[src/rtl/sram_like_pkg.sv]
// Shared definitions for the sram-like bus responder.
// Contents: transfer-size encodings, the byte-enable derivation function and
// the packed request record stored in the request FIFO.
package sram_like_pkg;

  localparam logic [1:0] SIZE_BYTE = 2'b00;
  localparam logic [1:0] SIZE_HALF = 2'b01;
  localparam logic [1:0] SIZE_WORD = 2'b10;

  typedef struct packed {
    logic        wr;
    logic [3:0]  be;
    logic [29:0] addr;   // word address, byte address bits [31:2]
    logic [31:0] wdata;
  } req_t;

  // Size 2'b11 is treated like a word access.
  function automatic logic [3:0] size_to_be(input logic [1:0] size,
                                            input logic [1:0] addr_lo);
    logic [3:0] be;
    be = 4'b1111;
    case (size)
      SIZE_BYTE: be = 4'b0001 << addr_lo;
      SIZE_HALF: be = addr_lo[1] ? 4'b1100 : 4'b0011;
      default:   be = 4'b1111;
    endcase
    return be;
  endfunction

endpackage

[src/rtl/sram_like_req_fifo.sv]
// Synchronous FIFO holding accepted requests until the RAM port grants them.
// Ports:
//   clock, reset        : clock, synchronous active-high reset
//   push, push_data     : enqueue (ignored when full unless popping the same cycle)
//   pop                 : dequeue head (ignored when empty)
//   head                : current head entry (undefined while empty)
//   full, empty         : occupancy flags
module sram_like_req_fifo #(
  parameter int unsigned DEPTH = 2,
  parameter int unsigned WIDTH = 8
) (
  input  logic             clock,
  input  logic             reset,
  input  logic             push,
  input  logic [WIDTH-1:0] push_data,
  input  logic             pop,
  output logic [WIDTH-1:0] head,
  output logic             full,
  output logic             empty
);

  localparam int unsigned PW = (DEPTH > 1) ? $clog2(DEPTH) : 1;
  localparam int unsigned CW = $clog2(DEPTH + 1);

  logic [WIDTH-1:0] mem [DEPTH];
  logic [PW-1:0]    rd_ptr;
  logic [PW-1:0]    wr_ptr;
  logic [CW-1:0]    used;
  logic             do_push;
  logic             do_pop;

  function automatic logic [PW-1:0] ptr_next(input logic [PW-1:0] p);
    return (p == PW'(DEPTH - 1)) ? '0 : p + PW'(1);
  endfunction

  assign do_pop  = pop && !empty;
  assign do_push = push && (!full || do_pop);

  always_ff @(posedge clock) begin
    if (reset) begin
      rd_ptr <= '0;
      wr_ptr <= '0;
      used   <= '0;
    end else begin
      if (do_push) wr_ptr <= ptr_next(wr_ptr);
      if (do_pop)  rd_ptr <= ptr_next(rd_ptr);
      if (do_push && !do_pop)      used <= used + CW'(1);
      else if (do_pop && !do_push) used <= used - CW'(1);
    end
  end

  always_ff @(posedge clock) begin
    if (do_push) mem[wr_ptr] <= push_data;
  end

  assign head  = mem[rd_ptr];
  assign full  = (used == CW'(DEPTH));
  assign empty = (used == '0);

endmodule

[src/rtl/sram_like_mem_slave.sv]
// Responder end of the sram-like data bus. Accepted requests are queued and
// issued in order to a shared single-port synchronous RAM when granted;
// completions are returned in acceptance order on data_data_ok.
// Ports:
//   clock, reset                          : clock, synchronous active-high reset
//   data_req/wr/size/addr/wdata           : master request and its fields
//   data_addr_ok                          : request accepted this cycle
//   data_data_ok, data_rdata              : in-order completion, read word
//   ram_en, ram_gnt                       : RAM access request / grant
//   ram_we, ram_addr, ram_wdata           : RAM write enables, word address, data
//   ram_rdata                             : RAM read data, RAM_LATENCY after grant
module sram_like_mem_slave
  import sram_like_pkg::*;
#(
  parameter int unsigned OUTSTANDING = 2,
  parameter int unsigned RAM_LATENCY = 1
) (
  input  logic        clock,
  input  logic        reset,
  input  logic        data_req,
  input  logic        data_wr,
  input  logic [1:0]  data_size,
  input  logic [31:0] data_addr,
  input  logic [31:0] data_wdata,
  output logic        data_addr_ok,
  output logic        data_data_ok,
  output logic [31:0] data_rdata,
  output logic        ram_en,
  input  logic        ram_gnt,
  output logic [3:0]  ram_we,
  output logic [31:0] ram_addr,
  output logic [31:0] ram_wdata,
  input  logic [31:0] ram_rdata
);

  localparam int unsigned CW = $clog2(OUTSTANDING + 1);

  logic [CW-1:0]          count;
  logic                   accept;
  logic                   issue;
  logic                   fifo_full;
  logic                   fifo_empty;
  req_t                   push_req;
  req_t                   head_req;
  logic [RAM_LATENCY-1:0] valid_pipe;
  logic [RAM_LATENCY-1:0] read_pipe;

  // FIFO occupancy never exceeds count, so the full term never changes the
  // result; it only keeps the FIFO's own guard visible at the accept point.
  assign data_addr_ok = data_req && (count < CW'(OUTSTANDING)) && !fifo_full;
  assign accept       = data_req && data_addr_ok;

  always_comb begin
    push_req       = '0;
    push_req.wr    = data_wr;
    push_req.be    = size_to_be(data_size, data_addr[1:0]);
    push_req.addr  = data_addr[31:2];
    push_req.wdata = data_wdata;
  end

  sram_like_req_fifo #(
    .DEPTH (OUTSTANDING),
    .WIDTH ($bits(req_t))
  ) u_req_fifo (
    .clock     (clock),
    .reset     (reset),
    .push      (accept),
    .push_data (push_req),
    .pop       (issue),
    .head      (head_req),
    .full      (fifo_full),
    .empty     (fifo_empty)
  );

  // Head fields are forced to zero while the queue is empty so the RAM side
  // shows clean values out of reset instead of stale storage.
  assign ram_en    = !fifo_empty;
  assign issue     = ram_en && ram_gnt;
  assign ram_addr  = ram_en ? {head_req.addr, 2'b00} : '0;
  assign ram_we    = (ram_en && head_req.wr) ? head_req.be : '0;
  assign ram_wdata = ram_en ? head_req.wdata : '0;

  if (RAM_LATENCY == 1) begin : g_pipe_single
    always_ff @(posedge clock) begin
      if (reset) begin
        valid_pipe <= '0;
        read_pipe  <= '0;
      end else begin
        valid_pipe <= issue;
        read_pipe  <= issue && !head_req.wr;
      end
    end
  end else begin : g_pipe_shift
    always_ff @(posedge clock) begin
      if (reset) begin
        valid_pipe <= '0;
        read_pipe  <= '0;
      end else begin
        valid_pipe <= {valid_pipe[RAM_LATENCY-2:0], issue};
        read_pipe  <= {read_pipe[RAM_LATENCY-2:0], issue && !head_req.wr};
      end
    end
  end

  assign data_data_ok = valid_pipe[RAM_LATENCY-1];
  assign data_rdata   = (data_data_ok && read_pipe[RAM_LATENCY-1]) ? ram_rdata : '0;

  always_ff @(posedge clock) begin
    if (reset) begin
      count <= '0;
    end else begin
      case ({accept, data_data_ok})
        2'b10:   count <= count + CW'(1);
        2'b01:   count <= count - CW'(1);
        default: count <= count;
      endcase
    end
  end

endmodule

[config.mk]
export PLATFORM = sky130hd
export DESIGN_NAME = sram_like_mem_slave
export DESIGN_NICKNAME = d
export VERILOG_FILES = /design/src/rtl/sram_like_pkg.sv /design/src/rtl/sram_like_req_fifo.sv /design/src/rtl/sram_like_mem_slave.sv
export SDC_FILE = /design/constraint.sdc
export NUM_CORES = 1
export LEC_CHECK = 0
export BUFFER_PORTS_ARGS = -buffer_cell sky130_fd_sc_hd__buf_2
export CORE_AREA = 4 4 145 147
export DETAILED_ROUTE_END_ITERATION = 12
export DIE_AREA = 0 0 149 151
export PLACE_DENSITY = 0.5
export SYNTH_ARGS = -nofsm -noshare
export SYNTH_HDL_FRONTEND = slang
export SYNTH_SLANG_ARGS = --single-unit
[constraint.sdc]
create_clock -name clock -period 4.9 [get_ports clock]
set_clock_uncertainty 0.2 [all_clocks]
set_input_delay 0.49 -clock clock [delete_from_list [all_inputs] [get_ports clock]]
set_output_delay 0.49 -clock clock [all_outputs]
set_load 0.02 [all_outputs]
# After elaboration in Yosys (flattened, before gate mapping)
# Memory sizes are Yosys's and may differ from the RTL's. A register that Yosys moved wholly into a read port is not among the register bits.
# Cells that the tools add are included.
# Widths: inputs -> output; s select.
[totals]
n_memories = 1
elab_cells = 55
mem_bits_ro = 0
inputBits = 103
output_inout_bits = 103
ff_bits = 8
latchBits = 0
ramBits = 134
[memory_table]
columns = ["name", "words", "word_bits", "rd", "rd_clocked_by_memory_dff", "write_ports", "line_no", "rtl"]
rows = [
  ["u_req_fifo.mem", 2, 67, 1, 1, 1, "sram_like_req_fifo.sv:25", "logic [WIDTH-1:0] mem [DEPTH];"],
]
[op_classes]
n_eq_ne = 4
muxes = 15
reduce_logical = 21
order_cmp = 1
n_addsub = 6
shifts = 1
bitwise_logic = 0
multipliers = 0
n_div = 0
[ops]
columns = ["cell", "n"]
rows = [
  ["$mux 32", 3],
  ["$logic_and 1x1->1", 11],
  ["$mux 4", 2],
  ["$pmux 4 s2", 1],
  ["$mux 1", 6],
  ["$logic_not 1->1", 5],
  ["$add 2x1->2 const B", 2],
  ["$eq 2x1->1 const B", 2],
  ["$eq 2x2->1 const B", 2],
  ["$logic_not 2->1", 2],
  ["$mux 2", 2],
  ["$pmux 2 s2", 1],
  ["$reduce_bool 2->1", 2],
  ["$shl 1x2->4 const A", 1],
  ["$sub 2x1->2 const B", 2],
  ["$add 1x1->1 const B", 2],
  ["$lt 2x2->1 const B", 1],
  ["$logic_or 1x1->1", 1],
]

# Logic depth before layout (Yosys ltp)
# Gate-level depths: netlist of the first run.
[depth]
depth_word = 10
ltp_mapped = 7
depth_no_buf = 7

# By module
# From an unflattened synthesis of the first run, not the netlist that was laid out.
[unflattened]
hier_cells = 373
area_unflattened_um2 = 5959.5
[modules_own_cells]
columns = ["mod", "instances", "seq_area_each_um2", "cells_each", "area_each_um2"]
rows = [
  ["sram_like_req_fifo", 1, 4124.0, 233, 5056.1],
  ["sram_like_mem_slave", 1, 80.1, 140, 903.4],
]

# Worst setup path after synthesis of the first run
# OpenSTA, ideal clock, no wires.
[synth_timing]
path_kind = "input -> register"
from = "input port data_req"
to = "memory u_req_fifo.mem[1][0] (netlist bit) (enable)"
arrival_time_ps = 2451
stages = 4
path_slack_ps = 1817
required_ps = 4268
n_path_buf = 0
setup_time_ps = 432
path_cell_list = "nand2b_1 -> or2_1 -> inv_1 -> and2_1"
[synth_via]
elab_chain_cells = 6
[synth_rtl]
columns = ["item", "line_no", "rtl"]
rows = [
  ["start: declaration", "sram_like_mem_slave.sv:20", "input logic data_req,"],
  ["$logic_and 1x1->1 (2 in series)", "sram_like_mem_slave.sv:50", "assign data_addr_ok = data_req && (count < CW'(OUTSTANDING)) && !fifo_full;"],
  ["$logic_and 1x1->1 (*)", "sram_like_mem_slave.sv:51", "assign accept = data_req && data_addr_ok;"],
  ["$logic_and 1x1->1 (*)", "sram_like_req_fifo.sv:37", "assign do_push = push && (!full || do_pop);"],
  ["$mux 1 (*)", "sram_like_req_fifo.sv:53", "if (do_push) mem[wr_ptr] <= push_data;"],
  ["$mux 1 (not written as such) (*)", "sram_like_req_fifo.sv:53", ""],
  ["end: declaration", "sram_like_req_fifo.sv:25", ""],
]
# Every way passes the cells marked *; elsewhere a longest branch is shown, timed or not.

==> impl_summary.log, run 1 <==
INFO  metric run_status = finished, final reports clean
INFO  metric final_nets = 680
INFO  metric post_cts.repair.setup_buffers = 0
INFO  metric cts_root_buffer = clkbuf_16
INFO  metric drive_above_1_share = 40.1%
INFO  metric fin_crit_sh = 60.7%
INFO  metric mean_instance_size_in_the_synthesized_netlist = 15.2 um2
INFO  metric die-height = 151 um
INFO  metric synth-xor-area-share = 0.771%
INFO  metric routed_wirelength = 12700 um
INFO  metric top_level_ports = 206
INFO  metric post_drt_via_cell_ratio = 4.29
INFO  metric track_usage = 11.1%
INFO  metric drc_errors = 0
INFO  metric synth-compound-area-share = 1.85%
INFO  metric crit_path_end_kind = output port
INFO  metric grt_pass1_vias = 3822
INFO  metric clkSinkCount = 143
INFO  metric post_cts_hold_buffer_count = 0
INFO  metric ys_seq_area_share = 74.0%
INFO  metric yosys_register_bits = 143
INFO  metric cts_tree = done
INFO  metric crit_arrival = 2280 ps
INFO  metric crit_type = flop to output port
INFO  metric power_per_cell_area = 554 nW/um2
INFO  metric rsz0062_at_grt = no
INFO  metric synth.cell_area = 5680 um2
INFO  metric finalSetupTns = 0 ps
INFO  metric ys.warnings.count = 0
INFO  metric cap_violations = 0
INFO  metric numPortBuffers = 203
INFO  metric wl_per_cell = 14.9 um
INFO  metric initial_utilization = 28.5%
INFO  metric worstHoldPathType = input port to flop
INFO  metric htreeDepth = 4
INFO  metric synth_top_family_by_area = multiplexers
INFO  metric asyncSetResetFlopFracSynth = 0%
INFO  metric initialDrtViolationCount = 108
INFO  metric gpl_congestion = 0.689
INFO  metric timing_hold_violations_final = 0
INFO  metric synth-edff-count = 134
INFO  metric cts_inserted_buffers = 17
INFO  metric layout.cells.most_common = buf_2
INFO  metric synth.distinct_cells = 26
INFO  metric synthesis.instances = 373
INFO  metric synth_top_flop_cell = edfxtp_1
INFO  metric drt.antenna.violating_nets = 0
INFO  metric clk_transition_reported_paths = 60 ps
INFO  metric ys_top_cells_by_area = edfxtp_1 (71%), mux2i_1 (11%), nor2_1 (4.8%), and3_1 (3.5%), dfxtp_1 (3.2%)
INFO  metric die-area = 22500 um2
INFO  metric detailedPlacementHpwl = 8530 um
INFO  metric fp.dieW = 149 um
INFO  metric muxShareOfSynthArea = 10.9%
INFO  metric final.fill_count = 1969
INFO  metric grt_max_degree = 68
INFO  metric fp.coreArea = 19900 um2
INFO  metric post_synth_fa_ha_maj_area_fraction = 0.441%
INFO  metric worst_slew_pin_slew = 970 ps
INFO  metric crit_required = 4210 ps
INFO  metric max_freq = 336 MHz
INFO  metric initial_antenna_violation_count = 1
INFO  metric synth.top_cell.area_share = 70.8%
INFO  metric yosys.area_share.simple = 9.49%
INFO  metric clock_insertion_delay_worst_skew = 400 ps
INFO  metric crit_path_start_kind = flop
INFO  metric n_antenna_cell = 0
INFO  metric grt_pass1_wl = 19200 um
INFO  metric power.ir.vdd_worst = 218 uV
INFO  metric drt_first_pass_iters = 4
INFO  metric areaGrowthSynthToFinish = 31.4%
INFO  metric crit_fanout = 51
INFO  metric synth_largest_area_cell = edfxtp_1
INFO  metric slew-limit-headroom = 35.3%
INFO  metric global_route.overflow_total = 0
INFO  metric detailroute.via_count = 3675
INFO  metric finalSetupViolations = 0
INFO  metric timing_max_transition_violations_final = 0
INFO  metric placement_rows = 52
INFO  metric hold_slack = 72.5 ps
INFO  metric period_minus_slack = 2970 ps
INFO  metric layout_common_cells = buf_2 (203), edfxtp_1 (134), nor2_1 (71), mux2i_1 (62), and3_1 (32)
INFO  metric cts_max_path_buffers = 2
INFO  metric power.static_leakage = 0.00314 uW
INFO  metric cts-resized-gates = 0
layout make-up:
| cell class | count | area [um2] | area share [%] |
|---|---|---|---|
| inverters | 5 | 18.8 | 0.251 |
| well taps | 270 | 338 | 4.52 |
| clock inverters | 9 | 71.3 | 0.955 |
| multi-input cells | 202 | 1350 | 18.1 |
| repair buffers | 206 | 1040 | 13.9 |
| flip-flops and latches | 143 | 4210 | 56.4 |
| clock buffers | 21 | 440 | 5.90 |
power breakdown:
group,internal (uW),switching [uW]
registers,1610,154
clock network,684,450
logic,431,804
metrics by stage:
| stage | std cells | cell area, um2 | total power (uW) | util [%] | setup WS, ps |
|---|---|---|---|---|---|
| finish | 856 | 7470 | 4140 | 37.5 | 1930 |
| global route | 856 | 7470 | 4400 | 37.5 | 1720 |
| CTS | 856 | 7470 | 4230 | 37.5 | 1790 |
| detailed placement | 826 | 6950 | 3070 | 34.9 | 2000 |
| global placement | 826 | 6950 | 3050 | 34.9 | 2050 |
| floorplan | 374 | 5680 | 2620 | - | 1820 |
Yosys cell counts, types with 2 or more instances:
master and count:
a32oi_1 3, and3_1 32, or3_1 3, dfxtp_1 9, ha_1 2, xor2_1 4
o21ai_0 3, o21bai_1 4, nor2_1 72, clkbuf_1 10, a21oi_1 4, inv_1 5
edfxtp_1 134, buf_2 9, buf_4 5, mux2i_1 62, nor2b_1 3
worst paths after layout:
check | startpoint | end | slack (ps) | depth (start not counted)
worst max-delay path | flop | ram_wdata[16] | 1930 | 4
worst min register to register | count[1]$_SDFFE_PP0P_ | count[1]$_SDFFE_PP0P_ | 290 | 2
worst min-delay path | data_addr[11] | u_req_fifo.mem[1][41]$_DFFE_PP_ | 70 | 1
worst max register to register | u_req_fifo.used[0]$_SDFFE_PP0P_ | u_req_fifo.mem[0][8]$_DFFE_PP_ | 2210 | 4
kinds of logic (layout without fill, tap and decap cells):
family,Yosys count,count (layout)
flip-flops,143,143
AND/OR/NAND/NOR,115,115
multiplexers,62,62
buffers and inverters,29,241
AO/OA/AOI/OAI,16,16
XOR/XNOR,5,5
adder cells (fa/ha/maj),2,2
other,1,2
flip-flops by register name, indices dropped and copies added (netlist names), named ones only:
| signal | flops |
|---|---|
| read_pipe | 1 |
| u_req_fifo.mem | 134 |
| data_data_ok | 1 |
| u_req_fifo.used | 2 |
| count | 2 |
| u_req_fifo.rd_ptr | 1 |
| u_req_fifo.wr_ptr | 1 |
worst max-delay path, cell delays in order, from the launching register on:
cell and delay [ps]:
dfxtp_4 870, buf_4 460, mux2i_1 240, nor2_1 60, buf_2 190
metal layers:
metal | global-route usage [%] | wire length [um]
met4 | 3.57 | 114
met1 | 12.2 | 5020
met2 | 20.0 | 6560
met5 | 0 | 19
met3 | 4.04 | 1020
Power figures use the tool's default switching activity.
==> run 2, diff against run 1 <==
Clock period 4.9 ns to 3.05 ns, I/O delays scaled along.
==> impl_summary.log, run 2 (synthesis results as in run 1) <==
INFO  metric drt_first_pass_iters = 5
INFO  metric crit_path_end_kind = output port
INFO  metric max_freq = 397 MHz
INFO  metric slew-limit-headroom = 46.8%
INFO  metric n_antenna_cell = 0
INFO  metric post_drt_via_cell_ratio = 4.28
INFO  metric grt_max_degree = 68
INFO  metric worstHoldPathType = input port to flop
INFO  metric routed_wirelength = 13300 um
INFO  metric top_register = u_req_fifo.mem
INFO  metric power_per_cell_area = 856 nW/um2
INFO  metric clkSinkCount = 143
INFO  metric die-height = 151 um
INFO  metric critical_path_buf_inv_count = 2
INFO  metric wl_per_cell = 14.4 um
INFO  metric final_nets = 746
INFO  metric ff2ff_setup_slack = 780 ps
INFO  metric fp.dieW = 149 um
INFO  metric whs_path_depth = 2
INFO  metric crit_type = flop to output port
INFO  metric hold_path.startpoint = data_size[1]
INFO  metric critical-path-max-stage-delay = 740 ps
INFO  metric clk_transition_reported_paths = 60 ps
INFO  metric top_regs = u_req_fifo.mem (134), count (2), u_req_fifo.used (2)
INFO  metric finalSetupTns = 0 ps
INFO  metric gpl_congestion = 0.701
INFO  metric layout_common_cells = buf_2 (203), edfxtp_1 (134), nor2_1 (71), dlygate4sd3_1 (64), mux2i_1 (62)
INFO  metric initialDrtViolationCount = 126
INFO  metric power.static_leakage = 0.00347 uW
INFO  metric largest_register_ff_count = 134
INFO  metric reg2regPathDepth = 5
INFO  metric areaGrowthSynthToFinish = 45.5%
INFO  metric crit_required = 2540 ps
INFO  metric cts_inserted_buffers = 17
INFO  metric drc_errors = 0
INFO  metric initial_utilization = 28.5%
INFO  metric grt_pass1_wl = 20800 um
INFO  metric die-area = 22500 um2
INFO  metric reg2reg_capture_point = u_req_fifo.mem[1][64]$_DFFE_PP_
INFO  metric track_usage = 11.8%
INFO  metric cts_tree = done
INFO  metric crit_path_start_kind = flop
INFO  metric detailedPlacementHpwl = 8730 um
INFO  metric top_level_ports = 206
INFO  metric critPathSlowestCell = dfxtp_4
INFO  metric fp.coreArea = 19900 um2
INFO  metric cap_violations = 0
INFO  metric drive_above_1_share = 36.5%
INFO  metric global_route.overflow_total = 0
INFO  metric final.fill_count = 1881
INFO  metric layout.cells.most_common = buf_2
INFO  metric initial_antenna_violation_count = 0
INFO  metric crit_chain = buf_4 > mux2i_1 > nor2_1 > buf_2
INFO  metric rsz0062_at_grt = no
INFO  metric cts_root_buffer = clkbuf_16
INFO  metric fin_crit_sh = 82.5%
INFO  metric detailroute.via_count = 3957
INFO  metric crit_fanout = 36
INFO  metric grt_pass1_vias = 4134
INFO  metric cp_num_cells = 4
INFO  metric power.ir.vdd_worst = 345 uV
INFO  metric clock_insertion_delay_worst_skew = 400 ps
INFO  metric rr_startpoint = u_req_fifo.used[0]$_SDFFE_PP0P_
INFO  metric timing_hold_violations_final = 0
INFO  metric total_power = 7080 uW
INFO  metric instances_no_fill = 924
INFO  metric cell_count_post_placement = 828
INFO  metric htreeDepth = 4
INFO  metric finalSetupViolations = 0
INFO  metric period_minus_slack = 2520 ps
INFO  metric worst_path_dominant_cell_family = flip-flops
INFO  metric cts_max_path_buffers = 2
INFO  metric timing_max_transition_violations_final = 0
INFO  metric worst_slew_pin_slew = 797 ps
INFO  metric run_status = finished, final reports clean
INFO  metric numPortBuffers = 203
INFO  metric crit_arrival = 2010 ps
INFO  metric drt.antenna.violating_nets = 0
INFO  metric placement_rows = 52
INFO  metric hold_path_end = u_req_fifo.mem[1][64]$_DFFE_PP_
==> run 2: final cells by class <==
cell class / instances / area (um2) / share of cell area [%]
flip-flops and latches: 143 / 4210 / 50.9
repair buffers: 272 / 1740 / 21.1
multi-input cells: 202 / 1350 / 16.4
clock buffers: 20 / 437 / 5.28
well taps: 270 / 338 / 4.09
clock inverters: 12 / 168 / 2.03
inverters: 5 / 18.8 / 0.227
==> run 2: routing by layer <==
metal  wire (um)  up-vias  GRT usage [%]  share of wire, %
li1            -     1901              -                 -
met1        5480     1884           13.2                41
met2        6660      154           21.0                50
met3         959       18           3.80               7.2
met4         221        0           4.49               1.7
met5           0        -              0                 0
==> run 2: timing repair <==
item | CTS | global route
setup endpoints to repair | 0 | 0
hold buffers | 64 | 0
hold endpoints to repair | 134 | 0
setup buffers | 0 | 0
resized for setup | 0 | 0
==> run 2: worst max-delay path by stage <==
stage	endpoint	slack, ps
global placement	u_req_fifo.mem[1][27]$_DFFE_PP_	850
finish	ram_addr[9]	530
floorplan	u_req_fifo.mem[1][0]$_DFFE_PP_	70
global route	ram_addr[9]	400
detailed placement	u_req_fifo.mem[1][63]$_DFFE_PP_	790
CTS	ram_addr[9]	490
==> run 2: power breakdown <==
part / switching [uW] / internal, uW / total [uW]
sequential: 213 / 2590 / 2800
clock: 759 / 1360 / 2120
combinational: 1360 / 799 / 2150
==> run 2: metrics by stage <==
stage | cell area, um2 | utilization, % | hold slack [ps] | worst slack [ps]
4_1_cts | 8260 | 41.5 | 9.03 | 489
2_1_floorplan | 5680 | - | 204 | 73.6
3_5_place_dp | 7020 | 35.3 | 277 | 786
5_1_grt | 8260 | 41.5 | 22.6 | 397
3_3_place_gp | 7020 | 35.3 | 264 | 849
6_report | 8260 | 41.5 | 39.3 | 534
==> run 2: worst register-to-register path, cell delays in order (launching register included) <==
cell and delay (ps):
dfxtp_1 460, nor2b_1 100, or2_1 260, inv_1 90, and2_4 490, buf_12 320
==> run 3, diff against run 2 <==
Clock period 3.05 ns to 2.4 ns, I/O delays scaled along.
==> impl_summary.log, run 3 (synthesis results as in run 1) <==
INFO  metric finalSetupViolations = 0
INFO  metric drt_first_pass_iters = 4
INFO  metric crit_chain = buf_12 > nor2b_1 > a32oi_1 > nor2_1 > buf_2
INFO  metric cts_tree = done
INFO  metric clock_insertion_delay_worst_skew = 410 ps
INFO  metric crit_type = flop to output port
INFO  metric share_seq_of_total_power = 38.5%
INFO  metric die-area = 22500 um2
INFO  metric power.static_leakage = 0.00347 uW
INFO  metric timing_hold_violations_final = 0
INFO  metric drt.antenna.violating_nets = 0
INFO  metric whs_path_depth = 3
INFO  metric crit_fanout = 38
INFO  metric ff2ff_setup_slack = 430 ps
INFO  metric layout.cells.most_common = buf_2
INFO  metric power_frac_clock = 29.1%
INFO  metric top_register = u_req_fifo.mem
INFO  metric n_antenna_cell = 0
INFO  metric crit_required = 1960 ps
INFO  metric internal_power = 5880 uW
INFO  metric post_drt_via_cell_ratio = 4.28
INFO  metric detailedPlacementHpwl = 8660 um
INFO  metric drc_errors = 0
INFO  metric cap_violations = 0
INFO  metric worst_path_dominant_cell_family = simple AND/OR/NAND/NOR gates
INFO  metric initialDrtViolationCount = 161
INFO  metric cts_max_path_buffers = 2
INFO  metric power.ir.vdd_worst = 507 uV
INFO  metric sw_frac_of_total = 34.2%
INFO  metric areaGrowthSynthToFinish = 46.4%
INFO  metric hold_path.startpoint = data_size[0]
INFO  metric grt_pass1_vias = 4199
INFO  metric detailed_place.area = 7050 um2
INFO  metric critical_path_buf_inv_count = 2
INFO  metric top_level_ports = 206
INFO  metric cp_num_cells = 5
INFO  metric reg2regPathDepth = 5
INFO  metric numPortBuffers = 203
INFO  metric combinationalPowerShare = 32.4%
INFO  metric largest_register_ff_count = 134
INFO  metric worstHoldPathType = input port to flop
INFO  metric pre_cts_ws = 400 ps
INFO  metric slew-limit-headroom = 55.4%
INFO  metric instances_no_fill = 930
INFO  metric gpl_congestion = 0.681
INFO  metric timing_max_transition_violations_final = 0
INFO  metric drive_above_1_share = 37.0%
INFO  metric routed_wirelength = 13500 um
INFO  metric fp.dieW = 149 um
INFO  metric cts-resized-gates = 0
INFO  metric cts_inserted_buffers = 17
INFO  metric grt_max_degree = 68
INFO  metric final_nets = 752
INFO  metric cts_root_buffer = clkbuf_16
INFO  metric run_status = finished, final reports clean
INFO  metric reg2reg_capture_point = u_req_fifo.mem[1][37]$_DFFE_PP_
INFO  metric global_route.overflow_total = 0
INFO  metric htreeDepth = 4
INFO  metric finalWorstSetupSlack = 346 ps
INFO  metric crit_path_end_kind = output port
INFO  metric rsz0062_at_grt = no
INFO  metric critPathSlowestCell = dfxtp_4
INFO  metric power_per_cell_area = 1070 nW/um2
INFO  metric top_regs = u_req_fifo.mem (134), count (2), u_req_fifo.used (2)
INFO  metric track_usage = 12.1%
INFO  metric hold_slack = 71.7 ps
INFO  metric hold_path_end = u_req_fifo.mem[0][65]$_DFFE_PP_
INFO  metric crit_arrival = 1610 ps
INFO  metric grt_pass1_wl = 21100 um
INFO  metric fin_crit_sh = 85.6%
INFO  metric worst_slew_pin_slew = 669 ps
INFO  metric clkSinkCount = 143
INFO  metric placement_rows = 52
INFO  metric wl_per_cell = 14.5 um
INFO  metric p_switching = 3050 uW
INFO  metric detailroute.via_count = 3981
INFO  metric layout_common_cells = buf_2 (203), edfxtp_1 (134), nor2_1 (71), dlygate4sd3_1 (68), mux2i_1 (62)
INFO  metric critical-path-max-stage-delay = 360 ps
INFO  metric max_freq = 487 MHz
INFO  metric cell_count_post_placement = 830
INFO  metric final_area = 8320 um2
INFO  metric crit_path_start_kind = flop
INFO  metric finalSetupTns = 0 ps
INFO  metric period_minus_slack = 2050 ps
INFO  metric initial_antenna_violation_count = 1
INFO  metric rr_startpoint = u_req_fifo.used[0]$_SDFFE_PP0P_
INFO  metric clk_transition_reported_paths = 60 ps
INFO  metric initial_utilization = 28.5%
INFO  metric fp.coreArea = 19900 um2
INFO  metric die-height = 151 um
[run 3: power groups by stage]
stage | combinational, uW | clock [uW] | sequential, uW
after CTS | 2980 | 2680 | 3440
after global placement | 2850 | 0 | 3470
after detailed placement | 2880 | 0 | 3490
after global routing | 3180 | 2790 | 3490
final | 2890 | 2600 | 3440
after floorplan | 1890 | 0 | 3450
[run 3: worst max path at each step]
stage                                     from                               to  slack (ps)
6_report                                  flop                        ram_we[3]         350
5_1_grt                   read_pipe$_SDFF_PP0_                    data_rdata[4]         150
4_1_cts                                   flop                        ram_we[3]         290
3_5_place_dp   u_req_fifo.used[0]$_SDFFE_PP0P_  u_req_fifo.mem[1][36]$_DFFE_PP_         400
3_3_place_gp   u_req_fifo.used[0]$_SDFFE_PP0P_  u_req_fifo.mem[1][37]$_DFFE_PP_         460
2_1_floorplan  u_req_fifo.used[0]$_SDFFE_PP0P_   u_req_fifo.mem[1][0]$_DFFE_PP_         150
[run 3: through the flow]
step           power [uW]  utilization (%)
6_report             8930             41.8
5_1_grt              9460             41.8
4_1_cts              9100             41.8
3_5_place_dp         6380             35.4
3_3_place_gp         6320             35.4
2_1_floorplan        5340                -
[run 3: per-layer routing]
metal | GRT usage, % | share of wire, %
met2 | 21.5 | 51
met3 | 3.74 | 7.0
met5 | 0 | 0
met1 | 13.6 | 41
met4 | 4.71 | 1.3
[run 3: area by class of cell]
type	count	area (um2)
fill	1886	11600
timing repair buffer	278	1810
tap	270	338
sequential	143	4210
multi-input combinational	202	1350
clock inverter	15	160
inverter	5	22.5
clock buffer	17	425
[run 3: timing repair]
item                                    CTS  global route
hold buffers                             68             0
endpoints found under the hold margin   143             0
endpoints found under the setup margin    0             0
setup buffers                             0             0
[run 3: worst min-delay path, stage by stage]
cell and delay, ps:
buf_2 90, nor2_1 50, o21bai_1 180
